`src/rtl/cs_window_filter_pkg.sv`:
```
`default_nettype none
// ============================================================================
// Module      : cs_pkg
// Description : Shared types and width helpers for the cs_window_filter
//               slice: the result-mode encoding, the exact running-sum
//               width and the smallest output width that holds a CS result.
// Revision    : 1.0 - initial release
// ============================================================================
package cs_pkg;

    // Result select captured with each sample. Code 3 is reserved and
    // produces the CS result.
    typedef enum logic [1:0] {
        CS_MODE_CS    = 2'd0,
        CS_MODE_MEAN  = 2'd1,
        CS_MODE_XAPPR = 2'd2,
        CS_MODE_RSVD  = 2'd3
    } cs_mode_e;

    // Bits needed to hold the sum of n samples of dw bits without overflow.
    function automatic int cs_sum_width(input int dw, input int n);
        return $clog2(n * ((1 << dw) - 1) + 1);
    endfunction

    // Smallest output width that holds (sum + n*xappr) >> shift exactly.
    // The worst case is sum and n*xappr both at n*(2^dw-1).
    function automatic int cs_min_ow(input int dw, input int n, input int shift);
        return $clog2(2 * n * ((1 << dw) - 1) + 1) - shift;
    endfunction

endpackage : cs_pkg
`default_nettype wire

```
`src/rtl/cs_window_filter_if.sv`:
```
`default_nettype none
// ============================================================================
// Module      : cs_window_filter_if
// Description : Stream interface of the sliding-window filter.
//               master : sample source / result sink (drives in_*, flush)
//               slave  : the filter (drives out_valid, out_data, win_full)
//   in_valid  - qualifies in_data and in_mode, no backpressure
//   in_data   - unsigned sample, DW bits
//   in_mode   - result select travelling with the sample
//   flush     - synchronous clear of window and pipeline
//   out_valid - out_data carries a result this cycle
//   out_data  - result, OW bits
//   win_full  - window holds N samples
// Revision    : 1.0 - initial release
// ============================================================================
interface cs_window_filter_if #(
    parameter int DW = 8,
    parameter int OW = 10
);
    logic          in_valid;
    logic [DW-1:0] in_data;
    logic [1:0]    in_mode;
    logic          flush;
    logic          out_valid;
    logic [OW-1:0] out_data;
    logic          win_full;

    modport master (
        output in_valid,
        output in_data,
        output in_mode,
        output flush,
        input  out_valid,
        input  out_data,
        input  win_full
    );

    modport slave (
        input  in_valid,
        input  in_data,
        input  in_mode,
        input  flush,
        output out_valid,
        output out_data,
        output win_full
    );
endinterface : cs_window_filter_if
`default_nettype wire

```
`src/rtl/cs_window_filter_max_le_search.sv`:
```
`default_nettype none
// ============================================================================
// Module      : cs_max_le_search
// Description : Combinational search for the largest entry that does not
//               exceed a threshold. Returns 0 when no entry qualifies, which
//               matches the answer when the qualifying maximum is itself 0.
//   entries   - N packed entries of DW bits
//   threshold - upper bound (inclusive)
//   max_le    - largest entry <= threshold
// Revision    : 1.0 - initial release
// ============================================================================
module cs_max_le_search
    import cs_pkg::*;
#(
    parameter int N  = 9,
    parameter int DW = 8
) (
    input  logic [N-1:0][DW-1:0] entries,
    input  logic [DW-1:0]        threshold,
    output logic [DW-1:0]        max_le
);

    logic [DW-1:0] w_best;

    // Linear scan; N is at most 16 so the comparator chain stays shallow
    // enough for a single pipeline stage.
    always_comb begin
        w_best = '0;
        for (int i = 0; i < N; i++) begin
            if ((entries[i] <= threshold) && (entries[i] > w_best)) begin
                w_best = entries[i];
            end
        end
    end

    assign max_le = w_best;

endmodule : cs_max_le_search
`default_nettype wire

```
`src/rtl/cs_window_filter.sv`:
```
`default_nettype none
// ============================================================================
// Module      : cs_window_filter
// Description : Sliding-window filter over an unsigned sample stream. Keeps
//               the last N accepted samples with an exact running sum and,
//               once the window is full, emits per accepted sample either
//                 CS    : (sum + N*Xappr) >> SHIFT
//                 MEAN  : floor(sum/N)
//                 XAPPR : largest window sample <= floor(sum/N)
//               Two register stages after the window: stage 1 holds the
//               mean/Xappr search, stage 2 the CS arithmetic and mode mux.
//   clk   - rising-edge clock
//   reset - asynchronous active-high reset
//   bus   - cs_window_filter_if slave port (stream in, results out)
// Revision    : 1.0 - initial release
// ============================================================================
module cs_window_filter
    import cs_pkg::*;
#(
    parameter int DW    = 8,
    parameter int N     = 9,
    parameter int SHIFT = 3,
    parameter int OW    = 10
) (
    input  logic               clk,
    input  logic               reset,
    cs_window_filter_if.slave  bus
);

    localparam int c_SW  = cs_sum_width(DW, N);
    localparam int c_CW  = $clog2(N + 1);
    localparam int c_CSW = c_SW + 1 + $clog2(N);

    // ------------------------------------------------------------------
    // Elaboration-time parameter checks
    // ------------------------------------------------------------------
    if ((N < 2) || (N > 16)) begin : g_check_n
        $error("cs_window_filter: N must be in 2..16");
    end

    if (OW < cs_min_ow(DW, N, SHIFT)) begin : g_check_ow
        $error("cs_window_filter: OW too narrow for the CS result");
    end

    // ------------------------------------------------------------------
    // Window, running sum and fill count
    // ------------------------------------------------------------------
    logic [N-1:0][DW-1:0] r_win;
    logic [c_SW-1:0]      r_sum;
    logic [c_CW-1:0]      r_count;
    logic                 r_acc_d;
    cs_mode_e             r_mode_d;
    logic                 w_full;

    assign w_full = (r_count == c_CW'(N));

    // Unfilled slots are zero, so subtracting the oldest slot keeps the
    // sum exact from the very first sample.
    always_ff @(posedge clk or posedge reset) begin
        if (reset) begin
            r_win   <= '0;
            r_sum   <= '0;
            r_count <= '0;
        end else if (bus.flush) begin
            // Flush clears first; a sample arriving with it seeds the
            // fresh window.
            r_win <= '0;
            if (bus.in_valid) begin
                r_win[0] <= bus.in_data;
                r_sum    <= c_SW'(bus.in_data);
                r_count  <= c_CW'(1);
            end else begin
                r_sum   <= '0;
                r_count <= '0;
            end
        end else if (bus.in_valid) begin
            r_win <= {r_win[N-2:0], bus.in_data};
            r_sum <= r_sum - c_SW'(r_win[N-1]) + c_SW'(bus.in_data);
            if (!w_full) begin
                r_count <= r_count + c_CW'(1);
            end
        end
    end

    // Marks that the window registers now reflect a freshly accepted
    // sample, and carries that sample's mode alongside.
    always_ff @(posedge clk or posedge reset) begin
        if (reset) begin
            r_acc_d  <= 1'b0;
            r_mode_d <= CS_MODE_CS;
        end else begin
            r_acc_d <= bus.in_valid;
            if (bus.in_valid) begin
                r_mode_d <= cs_mode_e'(bus.in_mode);
            end
        end
    end

    // ------------------------------------------------------------------
    // Stage 1: mean and Xappr
    // ------------------------------------------------------------------
    logic [DW-1:0]   w_mean;
    logic [DW-1:0]   w_xappr;
    logic [c_SW-1:0] r_sum_q;
    logic [DW-1:0]   r_mean_q;
    logic [DW-1:0]   r_xappr_q;
    cs_mode_e        r_mode_q;
    logic            r_v1;

    // The mean of DW-bit samples always fits in DW bits.
    assign w_mean = DW'(r_sum / c_SW'(N));

    cs_max_le_search #(
        .N  (N),
        .DW (DW)
    ) u_search (
        .entries   (r_win),
        .threshold (w_mean),
        .max_le    (w_xappr)
    );

    always_ff @(posedge clk or posedge reset) begin
        if (reset) begin
            r_sum_q   <= '0;
            r_mean_q  <= '0;
            r_xappr_q <= '0;
            r_mode_q  <= CS_MODE_CS;
            r_v1      <= 1'b0;
        end else begin
            r_sum_q   <= r_sum;
            r_mean_q  <= w_mean;
            r_xappr_q <= w_xappr;
            r_mode_q  <= r_mode_d;
            r_v1      <= !bus.flush && r_acc_d && w_full;
        end
    end

    // ------------------------------------------------------------------
    // Stage 2: CS arithmetic, mode select, output register
    // ------------------------------------------------------------------
    logic [c_CSW-1:0] w_cs_full;
    logic [OW-1:0]    w_result;
    logic             r_out_valid;
    logic [OW-1:0]    r_out_data;

    assign w_cs_full = (c_CSW'(r_sum_q) + c_CSW'(N) * c_CSW'(r_xappr_q)) >> SHIFT;

    always_comb begin
        w_result = OW'(w_cs_full);
        case (r_mode_q)
            CS_MODE_MEAN:  w_result = OW'(r_mean_q);
            CS_MODE_XAPPR: w_result = OW'(r_xappr_q);
            default:       w_result = OW'(w_cs_full);
        endcase
    end

    // out_data only moves with a valid result so it holds between them.
    always_ff @(posedge clk or posedge reset) begin
        if (reset) begin
            r_out_valid <= 1'b0;
            r_out_data  <= '0;
        end else if (bus.flush) begin
            r_out_valid <= 1'b0;
        end else begin
            r_out_valid <= r_v1;
            if (r_v1) begin
                r_out_data <= w_result;
            end
        end
    end

    assign bus.out_valid = r_out_valid;
    assign bus.out_data  = r_out_data;
    assign bus.win_full  = w_full;

endmodule : cs_window_filter
`default_nettype wire
```
`src/flat_wrapper.sv`:
```
// flat-port wrapper written by rule: the top's interface ports become plain ports
module cs_window_filter_flat import cs_pkg::*;
#(
    parameter int DW    = 8,
    parameter int N     = 9,
    parameter int SHIFT = 3,
    parameter int OW    = 10
)
  (clk, reset, bus_in_valid, bus_in_data, bus_in_mode, bus_flush, bus_out_valid, bus_out_data, bus_win_full);
  cs_window_filter_if #(.DW(DW), .OW(OW)) bus_i ();
  input  logic clk;
  input  logic reset;
  input wire logic [$bits(bus_i.in_valid)-1:0] bus_in_valid;
  input wire logic [$bits(bus_i.in_data)-1:0] bus_in_data;
  input wire logic [$bits(bus_i.in_mode)-1:0] bus_in_mode;
  input wire logic [$bits(bus_i.flush)-1:0] bus_flush;
  output wire logic [$bits(bus_i.out_valid)-1:0] bus_out_valid;
  output wire logic [$bits(bus_i.out_data)-1:0] bus_out_data;
  output wire logic [$bits(bus_i.win_full)-1:0] bus_win_full;
  assign bus_i.in_valid = bus_in_valid;
  assign bus_i.in_data = bus_in_data;
  assign bus_i.in_mode = bus_in_mode;
  assign bus_i.flush = bus_flush;
  assign bus_out_valid = bus_i.out_valid;
  assign bus_out_data = bus_i.out_data;
  assign bus_win_full = bus_i.win_full;
  cs_window_filter #(.DW(DW), .N(N), .SHIFT(SHIFT), .OW(OW)) u_core (.clk(clk), .reset(reset), .bus(bus_i));
endmodule
```
`config.mk`:
```
export PLATFORM = sky130hd
export DESIGN_NAME = cs_window_filter_flat
export DESIGN_NICKNAME = d
export VERILOG_FILES = /design/src/rtl/cs_window_filter_pkg.sv /design/src/rtl/cs_window_filter_if.sv /design/src/rtl/cs_window_filter_max_le_search.sv /design/src/rtl/cs_window_filter.sv /design/src/flat_wrapper.sv
export SDC_FILE = /design/constraint.sdc
export NUM_CORES = 1
export LEC_CHECK = 0
export ABC_CLOCK_PERIOD_IN_PS = 43000
export BUFFER_PORTS_ARGS = -buffer_cell sky130_fd_sc_hd__buf_2
export CAP_MARGIN = 10
export CORE_MARGIN = 3
export CORE_UTILIZATION = 45
export CTS_CLUSTER_SIZE = 10
export DETAILED_ROUTE_END_ITERATION = 10
export GPL_ROUTABILITY_DRIVEN = 0
export HOLD_SLACK_MARGIN = 0.1
export MAX_ROUTING_LAYER = met4
export PLACE_DENSITY = 0.61
export REMOVE_ABC_BUFFERS = 1
export SETUP_SLACK_MARGIN = 0.4
export SLEW_MARGIN = 20
export SYNTH_ARGS = -nofsm -noshare
export SYNTH_HDL_FRONTEND = slang
export SYNTH_HIERARCHICAL = 1
export SYNTH_SLANG_ARGS = --single-unit
```
`constraint.sdc`:
```
create_clock -name clk -period 43 [get_ports clk]
set_input_delay 6.45 -clock clk [delete_from_list [all_inputs] [get_ports clk]]
set_output_delay 6.45 -clock clk [all_outputs]
set_load 0.05 [all_outputs]
```
==> metrics.md, run 1 <==
| Metric | Value |
|---|---|
| Outcome | `complete, no violations` |
| Starting density of the core | `46.26%` |
| Clock skew | `0.008235 ns` |
| Vias per inst | `5.954` |
| Max Root-Sink Buffers | `2` |
| RSZ-0062 raised after global routing | `no` |
| M1 GR Usage | `32.96%` |
| Post-Place Setup Slack | `18.24 ns` |
| Crit path capture type | `register` |
| Largest net degree at the start of global routing | `77` |
| Synth top area share | `25.62%` |
| Die area | `30950 µm²` |
| Filler Cell Count | `2711` |
| H-tree depth | `4` |
| Commonest non-fill, non-tap cell in the layout | `ha_1` |
| Top cell by count, worst path | `ha_1` |
| Met2 usage | `36.15%` |
| Hold_buf cts | `0` |
| Congestion Overflow GR | `0` |
| CP bufs+invs | `7` |
| Number of global-route vias before repair | `10675` |
| Max-Slew Margin vs Limit | `32.63%` |
| Max Slew Vio Count | `0` |
| Type of the worst min-delay path | `reg -> reg` |
| GRT Total Usage | `23.57%` |
| Core region area | `28090 µm²` |
| Clk sinks | `133` |
| Worst-Skew Late Latency | `0.43 ns` |
| Worst Max-Slew Pin Slew | `1.003 ns` |
| Sequential fraction of the synthesis area | `25.62%` |
| Non-filler instance count after layout | `1843` |
| First drt pass iteration count | `7` |
| Most frequent cells in the layout | `ha_1, dfrtp_1, nor2_1` |
| Via count | `10974` |
| Final WL | `34.63 mm` |
| Critical path type | `reg -> reg` |
| Yosys cell types | `116` |
| Cell family with most CP delay | `compound AO/OA/AOI/OAI gates` |
| Cells after Synth | `1445` |
| CP max stage delay | `0.72 ns` |
| Setup bufs post-CTS | `0` |
| Ranking of synthesized cells by area | `dfrtp_1, ha_1, mux2i_1, nor2_1, inv_1` |
| Crit path DAT | `25.61 ns` |
| Placed cells | `1811` |
| Final worst-path cycle share | `58.84%` |
| DRC errors left | `0` |
| Post-synth EDFFs | `0` |
| Setup slack after layout | `17.70 ns` |
| WL/cell | `18.79 µm` |
| Dpl hpwl | `25.85 mm` |
| CTS tree | `yes` |
| Slowest cell on the critical path | `a211oi_1` |
| Antenna diode count | `0` |
| Dominant synthesized flop cell | `dfrtp_1` |
| Cell taking the most area after synthesis | `dfrtp_1` |
| Initial antenna violation count | `0` |
| Post-synthesis instance area | `12990 µm²` |
| Row count | `61` |
| Detail Route Antenna Nets | `0` |
| Num CTS Buffers | `17` |
| Area taken by multi-input logic gates | `8989 µm²` |
| Grt met3 use | `3.394%` |
| Mean Syn Cell Area | `8.991 µm²` |
| GR peak layer | `met2` |
| Crit start category | `register` |
| Syn-to-layout area delta | `7.983%` |
| Resized cells post-CTS | `0` |
| Worst endpoint required time | `43.31 ns` |
| Root Buffer Master | `clkbuf_16` |
| Asr flop ratio synth | `100.0%` |
| Layout cells sized above 1 | `10.44%` |
| Ys Warns | `6` |
| First-pass GRT wire length | `57.54 mm` |
| Buffers on Ports | `25` |
| FMAX | `0.03952 GHz` |
| Chip height | `175.9 µm` |
| Synth Register Bits | `133` |
| DRT iter0 DRCs | `810` |
| # IOs | `26` |
| Post-route setup TNS | `0 ns` |
| Flip-flop and latch area | `3328 µm²` |
| Final setup viols | `0` |
| Max_cap viols | `0` |
| Final number of hold-violating endpoints | `0` |
| Fin crit period | `25.30 ns` |
| Crit Path Max Fanout | `18` |
| Die X | `175.9 µm` |
| Nets | `1646` |
| Worst-path clk slew | `0.06 ns` |
[cell families after synthesis]
| family | share of synthesized area, % |
|---|---|
| AND/OR/NAND/NOR | 15.70 |
| AO/OA/AOI/OAI | 22.30 |
| adder cells (fa/ha/maj) | 18.34 |
| buffers and inverters | 5.200 |
| flip-flops | 25.62 |
| multiplexers | 9.505 |
| XOR/XNOR | 3.342 |
[layer usage]
layer,wire (µm),part of all wire (%),up-vias
met3,1553,4.5,45
met2,15390,44,295
met1,17000,49,5303
li1,-,-,5331
met4,691,2.0,0
met5,0,0,-
[state kept, by name, summed over array words and instances (netlist names)]
name,count
u_core/bus.out_data,10
u_core/bus.out_valid,1
u_core/r_acc_d,1
u_core/r_count,4
u_core/r_mean_q,8
u_core/r_mode_d,2
u_core/r_mode_q,2
u_core/r_sum,12
u_core/r_sum_q,12
u_core/r_v1,1
u_core/r_win,72
u_core/r_xappr_q,8
[worst paths after layout]
kind                                    start                  end  slack (ns)  depth (start not counted)
max                           u_core/r_sum[9]  u_core/r_xappr_q[3]       17.70                        106
min                        u_core/r_mode_d[1]   u_core/r_mode_q[1]        0.37                          0
max reg2reg                   u_core/r_sum[9]  u_core/r_xappr_q[3]       17.70                        106
min reg2reg                u_core/r_mode_d[1]   u_core/r_mode_q[1]        0.37                          0
max in group asynchronous               reset     u_core/r_win[22]       35.63                          3
min in group asynchronous               reset    u_core/r_count[3]        6.13                          2
[per-stage QoR]
step	cell area, µm²	utilization [%]	hold slack (ns)
after global placement	13470	47.94	0.3562
after detailed placement	13470	47.94	0.3576
after global routing	14030	49.95	0.3887
final	14030	49.95	0.3699
after floorplan	12800	-	0.3501
after CTS	14030	49.95	0.3718
[area by class of cell]
cell class / instances / area share, %
Clock inverter: 13 / 0.8651
Timing Repair Buffer: 32 / 1.302
Tap cell: 378 / 3.371
Inverter: 130 / 3.514
Clock buffer: 19 / 3.157
Multi-Input combinational cell: 1138 / 64.07
Sequential cell: 133 / 23.72
[Yosys cell counts, types with 4 or more instances]
library cell	instances
o31ai_1	7
nand2_1	70
clkbuf_1	36
ha_1	167
o2111ai_1	5
o21bai_1	7
xor2_1	18
o21ai_0	66
nand4b_1	8
a22oi_1	11
or3_1	4
nand2b_1	20
and2_1	12
o21ai_1	5
nor4_1	4
a211oi_1	19
nand4_1	28
o211ai_1	23
a21o_1	35
a22o_1	8
nor3_1	14
a31oi_1	10
a211o_1	6
a311oi_1	4
or2_2	8
mux2i_1	88
mux2_2	24
o2111a_1	4
inv_1	125
nor2b_1	26
nor2_1	130
nand3_1	46
a221oi_1	12
xnor2_1	26
a21oi_1	76
dfrtp_1	133
and3_1	6
fa_1	13
o21a_1	22
Power of run 1 is not shown: default switching activity piles up to over one toggle a cycle in this logic, so the estimate is an artifact.
==> inputs of run 2 (changes only) <==
Settings changed: ABC_CLOCK_PERIOD_IN_PS 43000 to 25600.
Clock period 43 ns to 25.6 ns, I/O delays scaled along.
==> run 2 against run 1 <==
Die area is the same. Via count grew 0.72%. Clock-buffer cell count grew 5. Hold slack gained 0.0037 ns. Setup slack lost 16 ns. Non-clock buffer count grew 2. First-iteration DRC count grew 15%. Critical path depth grew 2. Sequential share of layout area shrank 0.26 points. Clock skew is essentially flat. Critical endpoint is now u_core/r_xappr_q[4]. Highest routed layer unchanged.
==> metrics.md, run 2 (synthesis gave the netlist of run 1 again) <==
| Metric | Value |
|---|---|
| Number of global-route vias before repair | `10516 (-1.5%)` |
| First-pass GRT wire length | `57.07 mm (-0.82%)` |
| Type of the worst min-delay path | `reg -> reg` |
| Detail Route Antenna Nets | `0 (unchanged)` |
| # IOs | `26 (unchanged)` |
| Max-Slew Margin vs Limit | `40.49% (+7.9 points)` |
| Nets | `1648 (+0.12%)` |
| Starting density of the core | `46.26% (unchanged)` |
| GRT Total Usage | `23.52% (-0.051 points)` |
| Max_cap viols | `0 (unchanged)` |
| Dpl hpwl | `26.00 mm (+0.59%)` |
| Final WL | `35.26 mm (+1.8%)` |
| Max reg flops | `72 (unchanged)` |
| Max Slew Vio Count | `0 (unchanged)` |
| FMAX | `0.04243 GHz (+7.4%)` |
| Root Buffer Master | `clkbuf_16` |
| Min-delay src | `u_core/r_mode_d[1]` |
| Final worst-path cycle share | `92.07% (+33 points)` |
| Slowest cell on the critical path | `o21ai_0` |
| Commonest non-fill, non-tap cell in the layout | `ha_1` |
| Most frequent cells in the layout | `ha_1, dfrtp_1, nor2_1` |
| Chip height | `175.9 µm (unchanged)` |
| Worst R2R Start | `u_core/r_sum[9]` |
| Final non-filler cell area | `14190 µm² (+1.1%)` |
| Crit Path Max Fanout | `18 (unchanged)` |
| Worst Max-Slew Pin Slew | `0.8926 ns (-0.1107 ns)` |
| RSZ-0062 raised after global routing | `no` |
| Non-filler instance count after layout | `1845 (+0.11%)` |
| Reg-to-reg endpoint | `u_core/r_xappr_q[4]` |
| Antenna diode count | `0 (unchanged)` |
| Flop2flop setup slack | `2.03 ns (-15.67 ns)` |
| CP bufs+invs | `8 (+1)` |
| Cell family with most CP delay | `compound AO/OA/AOI/OAI gates` |
| Post-route setup TNS | `0 ns (unchanged)` |
| Crit path capture type | `register` |
| H-tree depth | `4 (unchanged)` |
| Clk sinks | `133 (unchanged)` |
| Placed cells | `1811 (unchanged)` |
| Layout cells sized above 1 | `11.59% (+1.1 points)` |
| Post-Place Setup Slack | `1.018 ns (-17.22 ns)` |
| Die area | `30950 µm² (unchanged)` |
| Core region area | `28090 µm² (unchanged)` |
| Num CTS Buffers | `17 (unchanged)` |
| CP max stage delay | `0.62 ns (-0.10 ns)` |
| R2R cell count | `108 (+1.9%)` |
| Crit start category | `register` |
| Dpl cell area | `13470 µm² (unchanged)` |
| DRC errors left | `0 (unchanged)` |
| Congestion Overflow GR | `0 (unchanged)` |
| Outcome | `complete, no violations` |
| First drt pass iteration count | `6 (-1)` |
| Max Root-Sink Buffers | `2 (unchanged)` |
| Final number of hold-violating endpoints | `0 (unchanged)` |
| Clock skew | `0.007984 ns (-0.0002510 ns)` |
| DRT iter0 DRCs | `933 (+15%)` |
| Crit path DAT | `23.87 ns (-1.74 ns)` |
| Syn-to-layout area delta | `9.206%` |
| CTS tree | `yes` |
| Die X | `175.9 µm (unchanged)` |
| Initial antenna violation count | `0 (unchanged)` |
| Final setup viols | `0 (unchanged)` |
| Fin crit period | `23.57 ns (-1.734 ns)` |
| Worst-path clk slew | `0.06 ns (about the same)` |
| Largest net degree at the start of global routing | `68 (-12%)` |
| Worst hold path depth | `0 (unchanged)` |
| Vias per inst | `5.991 (+0.61%)` |
| Row count | `61 (unchanged)` |
| Buffers on Ports | `25 (unchanged)` |
| Most flops, register | `u_core/r_win` |
| Critical path type | `reg -> reg` |
| Largest regs | `u_core/r_win: 72 flops, u_core/r_sum: 12 flops, u_core/r_sum_q: 12 flops` |
| Hold EP | `u_core/r_mode_q[1]` |
| Worst endpoint required time | `25.90 ns (-17.41 ns)` |
| Via count | `11053 (+0.72%)` |
| WL/cell | `19.11 µm (+1.7%)` |
| Filler Cell Count | `2647 (-2.4%)` |
| Worst-Skew Late Latency | `0.43 ns (about the same)` |
| Setup slack after layout | `2.031 ns (-15.67 ns)` |
[run 2: cell type report]
| type | instances | area (µm²) | share of cell area, % |
|---|---|---|---|
| Multi-Input combinational cell | 1138 | 9106 | 64.18 |
| Timing Repair Buffer | 34 | 197.7 | 1.393 |
| Tap cell | 378 | 473.0 | 3.333 |
| Inverter | 130 | 493.0 | 3.474 |
| Sequential cell | 133 | 3329 | 23.47 |
| Clock buffer | 24 | 491.7 | 3.466 |
| Clock inverter | 8 | 97.59 | 0.6878 |
[run 2: how the worst max path moves through the flow]
stage	from	endpoint	depth (start not counted)
2_1_floorplan	u_core/r_sum[9]	u_core/r_xappr_q[2]	105
3_3_place_gp	u_core/r_sum[9]	u_core/r_xappr_q[2]	106
3_5_place_dp	u_core/r_sum[9]	u_core/r_xappr_q[6]	107
4_1_cts	u_core/r_sum[9]	u_core/r_xappr_q[6]	107
5_1_grt	u_core/r_sum[9]	u_core/r_xappr_q[5]	110
6_report	u_core/r_sum[9]	u_core/r_xappr_q[4]	108
[run 2: repair_timing]
item / 4_1_cts / 5_1_grt
endpoints found under the setup margin: 0 / 8
hold buffers: 0 / 0
gates resized for setup: 0 / 23
setup buffers: 0 / 2
[run 2: metal layers]
| layer | routed length (µm) | vias to the layer above | track usage, % |
|---|---|---|---|
| met2 | 15980 | 324 | 36.21 |
| met4 | 341 | 0 | 4.025 |
| met3 | 2009 | 27 | 3.675 |
| met5 | 0 | - | - |
| li1 | - | 5340 | - |
| met1 | 16920 | 5362 | 33.30 |
[run 2: metrics by stage]
stage	utilization (%)	hold WS, ns
after floorplan	-	0.3501
after global placement	47.94	0.3638
after detailed placement	47.94	0.3706
final	50.52	0.3736
after CTS	50.04	0.3805
after global routing	50.52	0.3911
Power of run 2 is left out for the same reason.
==> inputs of run 3 (changes only) <==
Settings changed: ABC_CLOCK_PERIOD_IN_PS 25600 to 28600.
Clock period 25.6 ns to 28.6 ns, I/O delays scaled along.
==> run 3 against run 2 <==
Cell count fell by 0.11%. Setup slack gained 1.3 ns. Largest cell class unchanged. Flip-flop and latch count unchanged. Routed wire length fell by 1.1%. Highest routed layer unchanged. Register-to-register slack improved by 1.3 ns. Clock-buffer cell count fell by 2. Utilization decreased by 0.25 points.
==> metrics.md, run 3 (synthesis gave the netlist of run 1 again) <==
| Metric | Value |
|---|---|
| Outcome | `complete, no violations` |
| Grt met3 use | `3.178% (-0.50 points)` |
| Layout cells sized above 1 | `10.44% (-1.1 points)` |
| First drt pass iteration count | `6 (unchanged)` |
| Post-Place Setup Slack | `3.753 ns (+2.736 ns)` |
| Top cell by count, worst path | `ha_1` |
| Met2 usage | `35.75% (-0.47 points)` |
| Flip-flop and latch area | `3328 µm² (about the same)` |
| Row count | `61 (unchanged)` |
| Final worst-path cycle share | `88.22% (-3.9 points)` |
| Dpl hpwl | `25.67 mm (-1.3%)` |
| Final number of hold-violating endpoints | `0 (unchanged)` |
| Largest net degree at the start of global routing | `77 (+13%)` |
| Core region area | `28090 µm² (unchanged)` |
| Most frequent cells in the layout | `ha_1, dfrtp_1, nor2_1` |
| Most flops, register | `u_core/r_win` |
| Commonest non-fill, non-tap cell in the layout | `ha_1` |
| Resized cells post-CTS | `0 (unchanged)` |
| Hold_buf cts | `0 (unchanged)` |
| # IOs | `26 (unchanged)` |
| Starting density of the core | `46.26% (unchanged)` |
| Non-filler instance count after layout | `1843 (-0.11%)` |
| Setup bufs post-CTS | `0 (unchanged)` |
| H-tree depth | `4 (unchanged)` |
| Root Buffer Master | `clkbuf_16` |
| Syn-to-layout area delta | `8.667%` |
| Cell family with most CP delay | `compound AO/OA/AOI/OAI gates` |
| Final setup viols | `0 (unchanged)` |
| Die X | `175.9 µm (unchanged)` |
| M1 GR Usage | `33.52% (+0.22 points)` |
| Flop2flop setup slack | `3.37 ns (+1.34 ns)` |
| Nets | `1646 (-0.12%)` |
| Detail Route Antenna Nets | `0 (unchanged)` |
| Worst-path clk slew | `0.06 ns (about the same)` |
| Filler Cell Count | `2706 (+2.2%)` |
| Fin crit period | `25.23 ns (+1.661 ns)` |
| Dpl cell area | `13470 µm² (unchanged)` |
| Final WL | `34.86 mm (-1.1%)` |
| FMAX | `0.03964 GHz (-6.6%)` |
| Type of the worst min-delay path | `reg -> reg` |
| Via count | `11006 (-0.43%)` |
| CP bufs+invs | `7 (-1)` |
| DRC errors left | `0 (unchanged)` |
| Crit Path Max Fanout | `18 (unchanged)` |
| Chip height | `175.9 µm (unchanged)` |
| Largest regs | `u_core/r_win: 72 flops, u_core/r_sum: 12 flops, u_core/r_sum_q: 12 flops` |
| Die area | `30950 µm² (unchanged)` |
| WL/cell | `18.92 µm (-1.0%)` |
| Max Root-Sink Buffers | `2 (unchanged)` |
| Clk sinks | `133 (unchanged)` |
| Initial antenna violation count | `0 (unchanged)` |
| Worst endpoint required time | `28.90 ns (+3.00 ns)` |
| Setup slack after layout | `3.370 ns (+1.339 ns)` |
| Antenna diode count | `0 (unchanged)` |
| Crit path capture type | `register` |
| RSZ-0062 raised after global routing | `no` |
| Placed cells | `1811 (unchanged)` |
| Buffers on Ports | `25 (unchanged)` |
| Post-route setup TNS | `0 ns (unchanged)` |
| Worst-Skew Late Latency | `0.43 ns (about the same)` |
| Number of global-route vias before repair | `10558 (+0.40%)` |
| Max reg flops | `72 (unchanged)` |
| Crit start category | `register` |
| First-pass GRT wire length | `57.16 mm (+0.16%)` |
| Clock skew | `0.008504 ns (+0.0005199 ns)` |
| GRT Total Usage | `23.45% (-0.070 points)` |
| CP max stage delay | `0.92 ns (+0.30 ns)` |
| Area taken by multi-input logic gates | `8989 µm² (-1.3%)` |
| Max-Slew Margin vs Limit | `30.78% (-9.7 points)` |
| Critical path type | `reg -> reg` |
| Max_cap viols | `0 (unchanged)` |
| Num CTS Buffers | `17 (unchanged)` |
| Worst Max-Slew Pin Slew | `1.031 ns (+0.1382 ns)` |
| Final non-filler cell area | `14120 µm² (-0.49%)` |
| CTS tree | `yes` |
| Slowest cell on the critical path | `xnor2_1` |
| Congestion Overflow GR | `0 (unchanged)` |
| GR peak layer | `met2` |
| Vias per inst | `5.972 (-0.32%)` |
| DRT iter0 DRCs | `845 (-9.4%)` |
| Max Slew Vio Count | `0 (unchanged)` |
| Crit path DAT | `25.53 ns (+1.66 ns)` |
## run 3: final timing paths
kind	start	end	cells past startpoint
min	u_core/r_mode_d[1]	u_core/r_mode_q[1]	0
min reg2reg	u_core/r_mode_d[1]	u_core/r_mode_q[1]	0
max in group asynchronous	reset	u_core/r_win[19]	3
max	u_core/r_sum[9]	u_core/r_xappr_q[2]	106
max reg2reg	u_core/r_sum[9]	u_core/r_xappr_q[2]	106
min in group asynchronous	reset	u_core/r_count[0]	2
## run 3: cell type report
| class | count | share of cell area (%) |
|---|---|---|
| multi-input combinational | 1138 | 63.67 |
| sequential | 133 | 23.57 |
| inverter | 130 | 3.492 |
| clock buffer | 22 | 3.430 |
| tap | 378 | 3.350 |
| timing repair buffer | 32 | 1.294 |
| clock inverter | 10 | 1.196 |
## run 3: metal layers
metal	up-vias	part of all wire (%)
li1	5334	-
met1	5377	50
met2	261	44
met3	34	4.3
met4	0	1.3
met5	-	0
## run 3: through the flow
step / utilization (%) / hold WS, ns
finish: 50.27 / 0.3746
global placement: 47.94 / 0.3571
global route: 50.27 / 0.3894
floorplan: - / 0.3501
CTS: 50.27 / 0.3765
detailed placement: 47.94 / 0.3597
Power of run 3 is left out for the same reason.
